===== config.mk =====
export PLATFORM = sky130hd
export DESIGN_NAME = add_serial_flat
export DESIGN_NICKNAME = d
export VERILOG_FILES = /design/src/rtl/add_serial_if.sv /design/src/rtl/add_serial.sv /design/src/flat_wrapper.sv
export SDC_FILE = /design/constraint.sdc
export NUM_CORES = 1
export LEC_CHECK = 0
export BUFFER_PORTS_ARGS = -buffer_cell sky130_fd_sc_hd__buf_2
export CAP_MARGIN = 30
export CORE_ASPECT_RATIO = 0.7
export CORE_MARGIN = 2
export CORE_UTILIZATION = 45
export CTS_CLUSTER_SIZE = 28
export DETAILED_ROUTE_END_ITERATION = 8
export PLACE_DENSITY_LB_ADDON = 0.08
export SYNTH_ARGS = -nofsm -noshare
export SYNTH_HDL_FRONTEND = slang
export SYNTH_SLANG_ARGS = --single-unit

===== constraint.sdc =====
create_clock -name clk -period 2.8 [get_ports clk]
set_clock_uncertainty 0.05 [all_clocks]
set_input_delay 0 -clock clk [delete_from_list [all_inputs] [get_ports clk]]
set_output_delay 0 -clock clk [all_outputs]
set_load 0.05 [all_outputs]

===== src/rtl/add_serial_if.sv =====
// Request/result bundle for the bit-serial adder: start/a/b in, busy/done/sum/cout/ovf out.
interface add_serial_if #(
  parameter int unsigned WIDTH = 4
);
  logic             start;
  logic [WIDTH-1:0] a;
  logic [WIDTH-1:0] b;
  logic             busy;
  logic             done;
  logic [WIDTH-1:0] sum;
  logic             cout;
  logic             ovf;

  modport master (
    output start, a, b,
    input  busy, done, sum, cout, ovf
  );

  modport slave (
    input  start, a, b,
    output busy, done, sum, cout, ovf
  );
endinterface


===== src/rtl/add_serial.sv =====
// Bit-serial adder: one full-adder cell plus a carry flop, LSB first, WIDTH cycles per sum.
module add_serial #(
  parameter int unsigned WIDTH = 4,
  parameter int unsigned CW    = 3
) (
  input  logic         clk,
  input  logic         rst_n,
  add_serial_if.slave  bus
);

  typedef enum logic [1:0] {
    IDLE = 2'd0,
    RUN  = 2'd1,
    DONE = 2'd2
  } state_t;

  state_t           state_q, state_d;
  logic [WIDTH-1:0] a_q, a_d;
  logic [WIDTH-1:0] b_q, b_d;
  logic [WIDTH-1:0] res_q, res_d;
  logic [WIDTH-1:0] sum_q, sum_d;
  logic [CW-1:0]    idx_q, idx_d;
  logic             carry_q, carry_d;
  logic             cout_q, cout_d;
  logic             ovf_q, ovf_d;
  logic             busy_q, busy_d;
  logic             done_q, done_d;

  logic             bit_s;
  logic             carry_s;
  logic             last_s;

  // Full-adder cell on the current LSBs of the operand shift registers.
  always_comb begin
    bit_s   = a_q[0] ^ b_q[0] ^ carry_q;
    carry_s = (a_q[0] & b_q[0]) | (a_q[0] & carry_q) | (b_q[0] & carry_q);
    last_s  = (idx_q == CW'(WIDTH - 1));
  end

  always_comb begin
    state_d = state_q;
    a_d     = a_q;
    b_d     = b_q;
    res_d   = res_q;
    sum_d   = sum_q;
    idx_d   = idx_q;
    carry_d = carry_q;
    cout_d  = cout_q;
    ovf_d   = ovf_q;
    busy_d  = 1'b0;
    done_d  = 1'b0;

    unique case (state_q)
      IDLE, DONE: begin
        if (bus.start) begin
          a_d     = bus.a;
          b_d     = bus.b;
          carry_d = 1'b0;
          idx_d   = '0;
          busy_d  = 1'b1;
          state_d = RUN;
        end else begin
          state_d = IDLE;
        end
      end

      RUN: begin
        a_d     = a_q >> 1;
        b_d     = b_q >> 1;
        carry_d = carry_s;
        res_d   = {bit_s, res_q[WIDTH-1:1]};
        idx_d   = idx_q + CW'(1);
        busy_d  = 1'b1;
        // carry_q here is the carry into the MSB, so ovf is cin(MSB) ^ cout(MSB).
        if (last_s) begin
          sum_d   = {bit_s, res_q[WIDTH-1:1]};
          cout_d  = carry_s;
          ovf_d   = carry_q ^ carry_s;
          busy_d  = 1'b0;
          done_d  = 1'b1;
          state_d = DONE;
        end
      end

      default: state_d = IDLE;
    endcase
  end

  always_ff @(posedge clk or negedge rst_n) begin
    if (!rst_n) begin
      state_q <= IDLE;
      a_q     <= '0;
      b_q     <= '0;
      res_q   <= '0;
      sum_q   <= '0;
      idx_q   <= '0;
      carry_q <= 1'b0;
      cout_q  <= 1'b0;
      ovf_q   <= 1'b0;
      busy_q  <= 1'b0;
      done_q  <= 1'b0;
    end else begin
      state_q <= state_d;
      a_q     <= a_d;
      b_q     <= b_d;
      res_q   <= res_d;
      sum_q   <= sum_d;
      idx_q   <= idx_d;
      carry_q <= carry_d;
      cout_q  <= cout_d;
      ovf_q   <= ovf_d;
      busy_q  <= busy_d;
      done_q  <= done_d;
    end
  end

  assign bus.busy = busy_q;
  assign bus.done = done_q;
  assign bus.sum  = sum_q;
  assign bus.cout = cout_q;
  assign bus.ovf  = ovf_q;

endmodule

===== src/flat_wrapper.sv =====
// flat-port wrapper written by rule: the top's interface ports become plain ports
module add_serial_flat 
#(
  parameter int unsigned WIDTH = 4,
  parameter int unsigned CW    = 3
)
  (clk, rst_n, bus_start, bus_a, bus_b, bus_busy, bus_done, bus_sum, bus_cout, bus_ovf);
  add_serial_if #(.WIDTH(WIDTH)) bus_i ();
  input  logic clk;
  input  logic rst_n;
  input wire logic [$bits(bus_i.start)-1:0] bus_start;
  input wire logic [$bits(bus_i.a)-1:0] bus_a;
  input wire logic [$bits(bus_i.b)-1:0] bus_b;
  output wire logic [$bits(bus_i.busy)-1:0] bus_busy;
  output wire logic [$bits(bus_i.done)-1:0] bus_done;
  output wire logic [$bits(bus_i.sum)-1:0] bus_sum;
  output wire logic [$bits(bus_i.cout)-1:0] bus_cout;
  output wire logic [$bits(bus_i.ovf)-1:0] bus_ovf;
  assign bus_i.start = bus_start;
  assign bus_i.a = bus_a;
  assign bus_i.b = bus_b;
  assign bus_busy = bus_i.busy;
  assign bus_done = bus_i.done;
  assign bus_sum = bus_i.sum;
  assign bus_cout = bus_i.cout;
  assign bus_ovf = bus_i.ovf;
  add_serial #(.WIDTH(WIDTH), .CW(CW)) u_core (.clk(clk), .rst_n(rst_n), .bus(bus_i));
endmodule

## Word-level counts from Yosys, hierarchy flattened

Cells that the tools add are included.

| word-level totals | value |
|---|---|
| flip-flop bits (word level) | 26 |
| input port bits | 11 |
| logic and storage cells | 46 |

| cells by class | value |
|---|---|
| add/subtract/negate cells | 1 |
| eq/ne operators | 5 |
| muxes and demuxes | 16 |
| bitwise operators | 8 |
| reduce and logical (&&, ||, !) cells | 5 |

Operator list:

| kind | count |
|---|---|
| 4-bit case mux with 2 select lines | 2 |
| 4-bit 2-to-1 mux | 2 |
| 1-bit 2-to-1 mux | 6 |
| 3-bit case mux with 2 select lines | 1 |
| 1-bit case mux with 2 select lines | 2 |
| 2-bit case mux with 2 select lines | 1 |
| 2-bit AND reduction | 2 |
| 3-bit by 1-bit adder with 3-bit output (second input constant) | 1 |
| 1-bit AND | 3 |
| 3-bit by 2-bit equality test with 1-bit output (second input constant) | 1 |
| 3-bit 2-to-1 mux | 1 |
| 1-bit bitwise XOR | 3 |
| 2-bit by 1-bit equality test with 1-bit output (second input constant) | 1 |
| 2-bit equality test (second input constant) | 1 |
| 2-bit logical NOT | 1 |
| 2-bit 2-to-1 mux | 1 |
| 2-bit by 1-bit != test with 1-bit output (second input constant) | 1 |
| 2-bit != test (second input constant) | 1 |
| 1-bit bitwise OR | 2 |
| 2-bit nonzero test | 1 |
| 2-bit OR reduction | 1 |

## Depth between registers and ports, before layout

| logic depth | value |
|---|---|
| depth in word-level cells | 4 |
| gate-level depth with buffers | 5 |
| gate-level depth less buffers | 5 |

## Least setup slack after synthesis

No wires, ideal clock.

| path | value |
|---|---|
| path kind | register -> register |
| start | register u_core.carry_q |
| end | register u_core.ovf_q, in the netlist u_core.bus.ovf |
| arrival | 1.267 ns |
| path slack | 1.358 ns |
| cell stages (with the launch flop) | 5 |
| path buffers | 0 |
| period minus slack after synthesis | 1.442 ns |
| cells stage by stage | dfrtp_1 -> inv_1 -> fa_1 -> xnor2_1 -> mux2_4 |

| between the ends | value |
|---|---|
| longest elaborated chain between the ends | 4 |
| elaborated cells between the ends (all ways) | 5 |

Ends and longest elaborated chain:

| what | line | RTL |
|---|---|---|
| start: declaration | add_serial.sv:23 | `logic carry_q, carry_d;` |
| start signal: assignment | add_serial.sv:109 | `carry_q <= carry_d;` |
| 1-bit AND | add_serial.sv:36 | `carry_s = (a_q[0] & b_q[0]) \| (a_q[0] & carry_q) \| (b_q[0] & carry_q);` |
| 1-bit bitwise OR (2 in a row) | add_serial.sv:36 |  |
| 1-bit bitwise XOR * | add_serial.sv:78 | `ovf_d = carry_q ^ carry_s;` |
| end signal: assignment | add_serial.sv:111 | `ovf_q <= ovf_d;` |
| end: declaration | add_serial.sv:25 | `logic ovf_q, ovf_d;` |

Every way passes the cells marked *; elsewhere a longest branch is shown, timed or not.
A chain may end at the register's enable or synchronous reset.

## Final worst setup path

| path | value |
|---|---|
| start | register u_core.state_q[0] |
| end | register u_core.ovf_q, in the netlist u_core.bus.ovf |

| between the ends | value |
|---|---|
| longest elaborated chain between the ends | 2 |

Ends and longest elaborated chain:

| what | line | RTL |
|---|---|---|
| start: declaration | add_serial.sv:17 | `state_t state_q, state_d;` |
| start signal: assignment | add_serial.sv:103 | `state_q <= state_d;` |
| 2-bit by 1-bit equality test with 1-bit output | add_serial.sv:53 | `unique case (state_q)` |
| 2-bit AND reduction (no line) | - |  |

Every way passes these cells.

==> results.toml <==
[floorplan]
pin_count = 19
die_area_um2 = 3080
die_x_um = 65.4
die_y_um = 47
core.rowCount = 15
core-area_um2 = 2480
start_util = 0.480

[timing]
slew_violations = 0
tns_ns = 0
min_period_ns = 1.63
max_slew.worst_pin.slew_ns = 0.742
fmaxAchievable_ghz = 0.613
relSlewSlack = 0.505
setup_viol = 0
rsz0062_at_grt = "no"
post-route-period-util = 0.583
setup_ws_ns = 1.17
hold_violations = 1
fin_hold_ws_ns = -0.00823

[synthesis]
syn_area_um2 = 1190
synth_cell_types = 19
syn_area_per_cell_um2 = 13.1
syn_inst = 91
ys_ff_latch = 25
syn-num-nets = 105
yosys_warnings = 0
synth-seq-area-share = 0.526

[detailed_routing]
topRoutingLayerUsed = "met4"
ant_nets = 0
detail_route.vias_per_cell = 4.75
wl_per_cell_um = 12.8
drt_wl_total_mm = 1.91
drtIter0Drc = 32
met1_length_mm = 1.01
first_pass_iters = 2
dr_wl_met2_um = 813
post-route-drc-count = 0
num_vias = 713
route.met3.wl_um = 65

[clocking]
cts_post_setup_buffers_inserted = 0
root_buffer = "clkbuf_8"
cts_tree = "done"
cts_max_level = 1
cts_sinks = 25
clk_path_buf_depth = 2
cts_buffers = 3
clk_latency_ns = 0.27
clk_transition_reported_paths_ns = 0.08
ctsResizeCount = 0
hold_buffers = 7

[setup_path]
crit_required_ns = 2.90
crit_type = "reg2reg"
crit_end = "u_core.bus.ovf"
crit_start = "u_core.state_q[0]"
end_kind = "flip-flop"
cp-start-kind = "flip-flop"
r2r_cells = 3
arrival_ns = 1.73
r2r-end = "u_core.bus.ovf"
worstReg2RegStart = "u_core.state_q[0]"
rrSetupSlack_ns = 1.17
cp_max_fo = 19

[final_layout]
diodes = 0
fillers = 229
fin_area_um2 = 1410
postLayoutCoreUtil = 0.570
layout-drive-gt1-share = 0.267
syn_to_final_growth_pct = 18.8
fin_nets = 131

[place]
port_buffers = 18
gp_congestion = 0.647
dpl_cell_area_um2 = 1300
pre_cts_slack_ns = 1.18
dp_hpwl_mm = 1.34

[global_routing]
grt_max_degree = 26
grt_usage = 0.149
grt_pass1_vias = 682
grt_pass1_wl_mm = 3.17
overflow = 0
antenna_found_initial = 0

[power_and_ir_drop]
power_density_nw_per_um2 = 1110
power.total_mw = 1.57
p_leak_nw = 0.721
peakVddDrop_uv = 614

[outcome]
status = "finished, violations left"
violations = "hold timing"

[hold_path]
min_path_type = "in2reg"

[run]
maxCapViolations = 0
## final cells by class
cell class | count | area, µm² | share of cell area
sequential | 25 | 626 | 0.443
multi-input combinational | 52 | 500 | 0.354
timing repair buffer | 25 | 160 | 0.113
tap | 34 | 42.5 | 0.0301
clock buffer | 3 | 41.3 | 0.0292
inverter | 10 | 37.5 | 0.0266
clock inverter | 1 | 5.00 | 0.00354
## through the flow
step	cells	hold WS, ns
floorplan	91	-0.346
global placement	139	-0.0325
detailed placement	139	-0.0351
CTS	150	0.00359
global route	150	0.00893
finish	150	-0.00823
## synth_stat cells
library cell / instances / area [µm²]
dfrtp_1: 25 / 626
mux2i_1: 23 / 230
inv_1: 9 / 33.8
mux2_2: 6 / 67.6
nand2b_1: 5 / 31.3
a22o_1: 2 / 17.5
a32o_1: 2 / 20.0
buf_2: 2 / 10.0
buf_4: 2 / 15.0
ha_1: 2 / 25.0
nand3_1: 2 / 10.0
o21ai_0: 2 / 10.0
o22ai_1: 2 / 12.5
xnor2_1: 2 / 17.5
fa_1: 1 / 20.0
inv_2: 1 / 3.75
mux2_4: 1 / 15.0
nand3b_4: 1 / 20.0
nor2_1: 1 / 3.75
## layer usage
layer | up-vias | GRT usage
met2 | 12 | 0.227
li1 | 359 | -
met5 | - | 0
met4 | 0 | 0.0750
met1 | 338 | 0.195
met3 | 4 | 0.0504
## registers in the layout, indices dropped and copies added, names as in the netlist
name and cells:
u_core.a_q 4, u_core.b_q 4, u_core.bus.sum 4, u_core.idx_q 3, u_core.res_q 3, u_core.state_q 2
u_core.bus.busy 1, u_core.bus.cout 1, u_core.bus.done 1, u_core.bus.ovf 1, u_core.carry_q 1
## critical path: stages, from the launching register on
cell      delay, ns
dfrtp_1        0.83
nand3b_4       0.23
inv_2          0.11
mux2_4         0.29
## report_power, final
group          total, mW  internal, mW  switching, mW
Sequential         0.679         0.521          0.159
Combinational      0.687         0.309          0.378
Clock              0.205        0.0994          0.106
Total               1.57         0.929          0.643
## worst min-delay path by stage
| stage | slack (ns) | cells past startpoint | end | from |
|---|---|---|---|---|
| 4_1_cts | 0.004 | 3 | u_core.b_q[2] | bus_b[2] |
| 6_report | -0.008 | 3 | u_core.b_q[2] | bus_b[2] |
| 3_5_place_dp | -0.04 | 1 | u_core.bus.ovf | rst_n |
| 2_1_floorplan | -0.35 | 0 | u_core.a_q[0] | rst_n |
| 5_1_grt | 0.009 | 3 | u_core.b_q[2] | bus_b[2] |
| 3_3_place_gp | -0.03 | 1 | u_core.bus.done | rst_n |
## kinds of logic after synthesis
family | synth area share
mux | 0.263
flops | 0.526
buf+inv | 0.0526
simple gates | 0.0547
compound gates | 0.0505
fa+ha+maj | 0.0379
xor+xnor | 0.0147
## placed cells by master (no fill, tap or decap), types with 2 or more instances in the layout
| master | Yosys | layout |
|---|---|---|
| a22o_1 | 2 | 2 |
| a32o_1 | 2 | 2 |
| buf_2 | 2 | 18 |
| clkbuf_8 | 0 | 3 |
| dfrtp_1 | 25 | 25 |
| dlygate4sd3_1 | 0 | 7 |
| ha_1 | 2 | 2 |
| inv_1 | 9 | 9 |
| mux2_2 | 6 | 6 |
| mux2i_1 | 23 | 23 |
| nand2b_1 | 5 | 5 |
| nand3_1 | 2 | 2 |
| o21ai_0 | 2 | 2 |
| o22ai_1 | 2 | 2 |
| xnor2_1 | 2 | 2 |
Power figures use the tool's default switching activity.
